==> src/rtl/spi_slave.sv <==
// Mode-0 SPI responder: oversamples SCK/SSEL/MOSI on clk, captures one WIDTH-bit
// MOSI frame per SSEL-low window and returns a preloaded word MSB first on MISO.
module spi_slave #(
  parameter int WIDTH = 32,
  parameter int SYNC  = 3
) (
  input  logic             clk,
  input  logic             reset,
  input  logic             en,
  input  logic             SCK,
  input  logic             SSEL,
  input  logic             MOSI,
  input  logic [WIDTH-1:0] tx_data,
  output logic             MISO,
  output logic             MISO_oe,
  output logic [WIDTH-1:0] rx_data,
  output logic             rx_valid,
  output logic             frame_err,
  output logic             busy
);

  localparam int CW = $clog2(WIDTH + 1);

  typedef enum logic [1:0] {IDLE, ACTIVE, DONE} state_t;

  state_t            state_q, state_d;
  logic [SYNC-1:0]   sck_sync_q, sck_sync_d;
  logic [SYNC-1:0]   ssel_sync_q, ssel_sync_d;
  logic [SYNC-1:0]   mosi_sync_q, mosi_sync_d;
  logic [CW-1:0]     bit_cnt_q, bit_cnt_d;
  logic [WIDTH-1:0]  rx_shift_q, rx_shift_d;
  logic [WIDTH-1:0]  tx_shift_q, tx_shift_d;
  logic [WIDTH-1:0]  rx_data_q, rx_data_d;
  logic              overrun_q, overrun_d;
  logic              miso_oe_q, miso_oe_d;
  logic              rx_valid_q, rx_valid_d;
  logic              frame_err_q, frame_err_d;
  // armed_q: SSEL has been seen high since reset/enable, so a fall is a real frame start.
  logic              armed_q, armed_d;
  logic              settled_q, settled_d;

  logic sck_rise, sck_fall, ssel_rise, ssel_fall;

  assign sck_rise  =  sck_sync_q[SYNC-2]  & ~sck_sync_q[SYNC-1];
  assign sck_fall  = ~sck_sync_q[SYNC-2]  &  sck_sync_q[SYNC-1];
  assign ssel_rise =  ssel_sync_q[SYNC-2] & ~ssel_sync_q[SYNC-1];
  assign ssel_fall = ~ssel_sync_q[SYNC-2] &  ssel_sync_q[SYNC-1];

  always_comb begin
    sck_sync_d  = {sck_sync_q[SYNC-2:0], SCK};
    ssel_sync_d = {ssel_sync_q[SYNC-2:0], SSEL};
    mosi_sync_d = {mosi_sync_q[SYNC-2:0], MOSI};
    state_d     = state_q;
    bit_cnt_d   = bit_cnt_q;
    rx_shift_d  = rx_shift_q;
    tx_shift_d  = tx_shift_q;
    rx_data_d   = rx_data_q;
    overrun_d   = overrun_q;
    miso_oe_d   = miso_oe_q;
    rx_valid_d  = 1'b0;
    frame_err_d = 1'b0;
    settled_d   = 1'b1;
    armed_d     = armed_q | (settled_q & ssel_sync_q[0]);

    if (!en) begin
      state_d   = IDLE;
      bit_cnt_d = '0;
      overrun_d = 1'b0;
      miso_oe_d = 1'b0;
      armed_d   = 1'b0;
    end else begin
      case (state_q)
        IDLE: begin
          if (ssel_fall && armed_q) begin
            tx_shift_d = tx_data;
            rx_shift_d = '0;
            bit_cnt_d  = '0;
            overrun_d  = 1'b0;
            miso_oe_d  = 1'b1;
            state_d    = ACTIVE;
          end
        end
        ACTIVE, DONE: begin
          // SCK edge is applied before the frame is judged on a coincident SSEL rise.
          if (sck_rise) begin
            if (state_q == ACTIVE) begin
              // Oldest stage: MOSI has been stable since the preceding SCK fall.
              rx_shift_d = {rx_shift_q[WIDTH-2:0], mosi_sync_q[SYNC-1]};
              bit_cnt_d  = bit_cnt_q + 1'b1;
              if (bit_cnt_d == CW'(WIDTH)) state_d = DONE;
            end else begin
              overrun_d = 1'b1;
            end
          end
          if (sck_fall && state_q == ACTIVE && bit_cnt_q < CW'(WIDTH))
            tx_shift_d = {tx_shift_q[WIDTH-2:0], 1'b0};
          if (ssel_rise) begin
            state_d   = IDLE;
            miso_oe_d = 1'b0;
            if (bit_cnt_d == CW'(WIDTH) && !overrun_d) begin
              rx_data_d  = rx_shift_d;
              rx_valid_d = 1'b1;
            end else begin
              frame_err_d = 1'b1;
            end
          end
        end
        default: state_d = IDLE;
      endcase
    end
  end

  always_ff @(posedge clk or negedge reset) begin
    if (!reset) begin
      state_q     <= IDLE;
      sck_sync_q  <= '0;
      ssel_sync_q <= '1;
      mosi_sync_q <= '0;
      bit_cnt_q   <= '0;
      rx_shift_q  <= '0;
      tx_shift_q  <= '0;
      rx_data_q   <= '0;
      overrun_q   <= 1'b0;
      miso_oe_q   <= 1'b0;
      rx_valid_q  <= 1'b0;
      frame_err_q <= 1'b0;
      armed_q     <= 1'b0;
      settled_q   <= 1'b0;
    end else begin
      state_q     <= state_d;
      sck_sync_q  <= sck_sync_d;
      ssel_sync_q <= ssel_sync_d;
      mosi_sync_q <= mosi_sync_d;
      bit_cnt_q   <= bit_cnt_d;
      rx_shift_q  <= rx_shift_d;
      tx_shift_q  <= tx_shift_d;
      rx_data_q   <= rx_data_d;
      overrun_q   <= overrun_d;
      miso_oe_q   <= miso_oe_d;
      rx_valid_q  <= rx_valid_d;
      frame_err_q <= frame_err_d;
      armed_q     <= armed_d;
      settled_q   <= settled_d;
    end
  end

  assign MISO      = (state_q == ACTIVE) ? tx_shift_q[WIDTH-1] : 1'b0;
  assign MISO_oe   = miso_oe_q;
  assign rx_data   = rx_data_q;
  assign rx_valid  = rx_valid_q;
  assign frame_err = frame_err_q;
  assign busy      = (state_q != IDLE);

endmodule

==> config.mk <==
export PLATFORM = sky130hd
export DESIGN_NAME = spi_slave
export DESIGN_NICKNAME = d
export VERILOG_FILES = /design/src/rtl/spi_slave.sv
export SDC_FILE = /design/constraint.sdc
export NUM_CORES = 1
export LEC_CHECK = 0
export CAP_MARGIN = 20
export CORE_MARGIN = 2
export CORE_UTILIZATION = 40
export DETAILED_ROUTE_END_ITERATION = 10
export PLACE_DENSITY_LB_ADDON = 0.25
export SETUP_SLACK_MARGIN = 0.4
export SLEW_MARGIN = 20
export SYNTH_ARGS = -nofsm -noshare
export SYNTH_HDL_FRONTEND = slang
export SYNTH_SLANG_ARGS = --single-unit
==> constraint.sdc <==
create_clock -name clk -period 2.56 [get_ports clk]
set_clock_uncertainty 0.1 [all_clocks]
set_input_delay 0.384 -clock clk [delete_from_list [all_inputs] [get_ports clk]]
set_output_delay 0.384 -clock clk [all_outputs]
set_load 0.01 [all_outputs]
# Word level (Yosys, flattened, before mapping)
# Cells that the tools add are included.
dict set report op_classes {
  n_addsub 1
  muxes 42
  bitwise_logic 10
  reduce_logical 15
  n_eq_ne 12
  order_cmp 1
}
# op count
set ops {}
lappend ops {{$mux 32} 5}
lappend ops {{$pmux 32 s2} 2}
lappend ops {{$mux 6} 6}
lappend ops {{$mux 1} 19}
lappend ops {{$eq 6x6->1 const B} 2}
lappend ops {{$mux 2} 6}
lappend ops {{$ne 4x4->1 const B} 3}
lappend ops {{$pmux 6 s2} 1}
lappend ops {{$reduce_and 4->1} 3}
lappend ops {{$add 6x1->6 const B} 1}
lappend ops {{$lt 6x6->1 const B} 1}
lappend ops {{$ne 3x3->1 const B} 2}
lappend ops {{$reduce_and 3->1} 2}
lappend ops {{$and 1x1->1} 5}
lappend ops {{$logic_and 1x1->1} 4}
lappend ops {{$ne 2x2->1 const B} 2}
lappend ops {{$not 1->1} 4}
lappend ops {{$pmux 1 s2} 2}
lappend ops {{$pmux 2 s2} 1}
lappend ops {{$reduce_bool 2->1} 2}
lappend ops {{$ne 3x1->1 const B} 1}
lappend ops {{$eq 2x1->1 const B} 1}
lappend ops {{$eq 2x2->1 const B} 1}
lappend ops {{$logic_not 2->1} 1}
lappend ops {{other kinds (4)} 4}
dict set report totals {
  register_bits 119
}

# Depth between registers and ports, before layout
dict set report depth {
  ltp_word 11
  ltp_mapped 10
}

# Least setup slack after synthesis
# No wires, ideal clock.
dict set report synth_timing {
  path_type {reg-to-reg}
  start {register state_q[1]}
  end {register rx_data_q[0] (netlist: rx_data[0])}
  setup_ps 125
  period_less_slack_ps 2490
  path_stages_with_launch 11
  arrival_time_ps 2265
  path_buffers 3
  setup_slack_ps 70
  cell_sequence {dfrtp_1 > inv_1 > ha_1 > buf_6 > and3b_1 > buf_6 > or3_1 > a211oi_2 > nand3_2 > buf_6 > mux2_4}
}
dict set report synth_between {
  elab_chain_len 8
  word_cells_on_any_way 17
  cone_classes {3 x eq/ne; 10 x mux; 4 x reduce/logical}
}
# element line_no
set synth_rtl {}
lappend synth_rtl {{start, declared} 26} ;# state_t state_q, state_d;
lappend synth_rtl {{start signal, assigned} 130} ;# state_q <= state_d;
lappend synth_rtl {{$eq 2x1->1} {72, 86}}
lappend synth_rtl {{$mux 6 or $mux 1 (tied branches)} 86} ;# if (state_q == ACTIVE) begin
lappend synth_rtl {{$mux 6 or $mux 1 (tied branches)} 85} ;# if (sck_rise) begin
lappend synth_rtl {{$mux 6 or $mux 1 (tied branches)} 72} ;# case (state_q)
lappend synth_rtl {{$mux 6 or $mux 1 (tied branches)} 65} ;# if (!en) begin
lappend synth_rtl {{$eq 6x6->1 or $logic_not 1->1 (tied branches)} 100} ;# if (bit_cnt_d == CW'(WIDTH) && !overrun_d) begin
lappend synth_rtl {{$logic_and 1x1->1} 100}
lappend synth_rtl {{$reduce_and 4->1 (no line)} -}
lappend synth_rtl {{end signal, assigned} 137} ;# rx_data_q <= rx_data_d;
lappend synth_rtl {{end, declared} 33} ;# logic [WIDTH-1:0] rx_data_q, rx_data_d;
# Parallel ways exist; a longest one is shown, timed or not. The select of a mux whose other input is x is not followed.
# A chain may end at the register's enable or synchronous reset.

# Final worst setup path
dict set report layout_timing {
  start {register state_q[0]}
  end {register rx_data_q[9] (netlist: rx_data[9])}
}
# Same word-level chain as after synthesis.

==> flow_summary_export.csv <==
group,metric,value,unit
synthesis,synth_edf_count,0,
timing,max_freq,0.436,GHz
synthesis,syn_area,5410,µm²
floorplan,die_x,120,µm
timing,layout_min_cycle_time,2.30,ns
timing,final_hold_viol_count,0,
worst_setup_path,start_kind,"flop",
global_route,grt_max_degree,64,
synthesis,yosysTopAreaCell,"dfrtp_1",
floorplan,fp-row-count,42,
worst_setup_path,crit_chain,"ha_4 > and3b_1 > or3_1 > a211oi_2 > nand3_2 > buf_12 > mux2_4",
cts,cts_root_buffer,"clkbuf_16",
timing,tns,0,ns
pwr,internal_power,4270,µW
pwr,p_sw,1560,µW
cts,h-tree-depth,4,
global_route,antenna_found_initial,0,
pwr,clock_power_share,42.3,%
cts,clockBufferDepth,2,
global_route,grt_first_pass_wirelength,18.4,mm
pwr,power_leakage,0.00345,µW
timing,rsz0062_at_grt,"yes",
synthesis,yosys_warnings,0,
worst_setup_path,r2r_cells,7,
routing,drc,0,
routing,drt-initial-drc-count,196,
cts,clk_latency,0.41,ns
synthesis,synth_most_common_cell,"nand2_1",
hold_path,hold_start,"mosi_sync_q[0]$_DFF_PN0_",
pwr,p_sw_share,26.8,%
cts,cts_buffers,17,
cells_and_area,area_growth_syn_to_layout,31.7,%
cts,clk_pin_slew,0.05,ns
worst_setup_path,worstPathMaxFanout,20,
routing,vias,3859,
cells_and_area,num_antenna_cells,0,
synthesis,syn_avg_cell_area,11.0,µm²
routing,route.antenna.remaining_nets,0,
hold_path,whs_path_depth,0,
global_route,track_usage,15.9,%
routing,avgRoutedWirePerCell,14.1,µm
floorplan,core-area,13200,µm²
floorplan,ios,75,
placed_design,io_buffers,74,
synthesis,syn_nets,537,
global_route,grt_overflow_total,0,
timing,drv_slew,0,
worst_setup_path,worst_r2r_startpoint,"state_q[0]$_DFFE_PN0P_",
routing,routed_via_density,5.03,
routing,drt-total-wl,10.8,mm
cells_and_area,drive_above_1_share,17.4,%
synthesis,seq_area_frac_synth,55.1,%
hold_path,min_to,"mosi_sync_q[1]$_DFF_PN0_",
synthesis,synthCells,493,
timing,fin_crit_sh,89.7,%
cells_and_area,layout.nets,622,
worst_setup_path,worstReg2RegEnd,"rx_data[9]$_DFFE_PN0P_",
placed_design,post-dp-hpwl,7.01,mm
synthesis,ys_async_sr_fraction,100,%
placed_design,place_congestion,0.752,
pwr,power_density,818,nW/µm²
floorplan,dieArea,14500,µm²
synthesis,netlist_top_cells_count,"nand2_1 (135), dfrtp_1 (116), o21ai_0 (43), mux2i_1 (34), a22o_1 (33)",
hold_path,hold_path_class,"reg2reg",
pwr,combinationalPowerShare,18.5,%
cts,cts_tree,"done",
worst_setup_path,slowest_stage,"dfrtp_1",
worst_setup_path,crit_arrival,2.49,ns
synthesis,synth-seq-cells,119,
pwr,peakVddDrop,0.535,mV
worst_setup_path,cp.required,2.75,ns
worst_setup_path,crit_path_max_incr_delay,0.42,ns
synthesis,synth_top_area_share,53.7,%
routing,first_pass_iters,6,
synthesis,ys_types,38,
worst_setup_path,path_class,"reg2reg",
worst_setup_path,cp-end-kind,"flop",
global_route,grt_pass1_vias,3853,
floorplan,die_y,120,µm
worst_setup_path,r2r_setup_slack,0.26,ns
cells_and_area,post-route-util,53.8,%
timing,setup_viol,0,
floorplan,start_util,40.8,%
synthesis,synthFlopType,"dfrtp_1",
job,maxCapViolCount,0,
cts,clock_sinks,119,
synthesis,synth_area_leaders,"dfrtp_1 (54%), nand2_1 (9.4%), mux2_4 (8.1%)",
pwr,p_seq_share,39.2,%
outcome,outcome,"finished clean",
layout make-up:
cell class                      count  area, µm²
Multi-Input combinational cell    338       2290
Clock buffer                       21        480
Tap cell                          176        220
Fill cell                        1191       6120
Sequential cell                   119       2980
Clock inverter                     11        145
Timing Repair Buffer               96        982
Inverter                            6       22.5
cell families (layout without fill, tap and decap cells):
logic type / after synthesis / count (layout) / synth area share, %
flops: 119 / 119 / 55.1
simple gates: 168 / 168 / 13.1
compound gates: 95 / 95 / 11.8
buf+inv: 36 / 134 / 3.19
fa+ha+maj: 6 / 6 / 1.39
xor+xnor: 2 / 2 / 0.324
mux: 66 / 66 / 15.0
other cells: 1 / 1 / 0.0694
worst max-delay path: cells and delay by family (launching register included):
family / cells / cell delay (ns)
adder cells (fa/ha/maj): 1 / 0.20
AO/OA/AOI/OAI: 1 / 0.24
flip-flops: 1 / 0.42
AND/OR/NAND/NOR: 3 / 0.71
buffers and inverters: 1 / 0.21
multiplexers: 1 / 0.30
per-stage QoR:
step,area [µm²],instances,hold WS [ns],power [µW],worst slack (ns)
final,7120,767,0.247,5830,0.264
after global routing,7120,767,0.265,6130,0.171
after CTS,7070,762,0.250,5890,0.250
after detailed placement,6400,727,0.237,3380,0.142
after global placement,6400,727,0.234,3340,0.248
after floorplan,5440,493,-0.0116,3040,0.104
power groups by stage:
stage / registers (µW) / logic [µW] / clock network [µW]
after floorplan: 2270 / 766 / 0
after global placement: 2300 / 1040 / 0
after detailed placement: 2310 / 1070 / 0
after CTS: 2280 / 1090 / 2510
after global routing: 2310 / 1210 / 2610
final: 2280 / 1080 / 2470
worst max path at each step:
stage,start,end,slack (ns)
finish,state_q[0]$_DFFE_PN0P_,rx_data[9]$_DFFE_PN0P_,0.26
floorplan,state_q[1]$_DFFE_PN0P_,rx_data[10]$_DFFE_PN0P_,0.10
CTS,state_q[1]$_DFFE_PN0P_,rx_data[9]$_DFFE_PN0P_,0.25
global route,state_q[1]$_DFFE_PN0P_,rx_data[25]$_DFFE_PN0P_,0.17
global placement,state_q[1]$_DFFE_PN0P_,rx_data[27]$_DFFE_PN0P_,0.25
detailed placement,state_q[1]$_DFFE_PN0P_,rx_data[22]$_DFFE_PN0P_,0.14
per-layer routing:
metal	share of wire (%)	wire length (µm)	GRT usage, %	vias to the layer above
li1	-	-	-	1864
met2	48	5210	24.5	88
met5	0	0	0	-
met3	5.9	637	5.85	19
met4	1.7	180	6.40	0
met1	44	4800	20.4	1888
layout by cell type, fill, tap and decap left out, drive strengths merged, types with 2 or more instances in the layout:
cell           count
a22o              33
mux2              32
o31ai              2
and2               2
clkinv             4
clkinvlp           3
nor2               8
inv                7
nand3              4
nand2b             2
nor2b              7
nor3b              2
mux2i             34
ha                 6
nand2            135
dfstp              3
clkbuf            21
o21ai             43
clkdlybuf4s50     72
a21oi              8
buf               22
xnor2              2
bufinv             3
a21o               3
dfrtp            116
or3                2
registers in the layout, indices dropped and copies added (netlist names), 2 cells and up:
name / count
bit_cnt_q: 6
sck_sync_q: 3
tx_shift_q: 32
ssel_sync_q: 3
mosi_sync_q: 3
rx_data: 32
rx_shift_q: 32
state_q: 2
repair_timing:
action | CTS | global route
gates resized for setup | 6 | 6
hold endpoints to repair | 31 | 0
endpoints found under the setup margin | 66 | 67
setup buffers | 2 | 5
pin swaps | 0 | 0
hold buffers | 1 | 0
(Power assumes the default switching activity.)
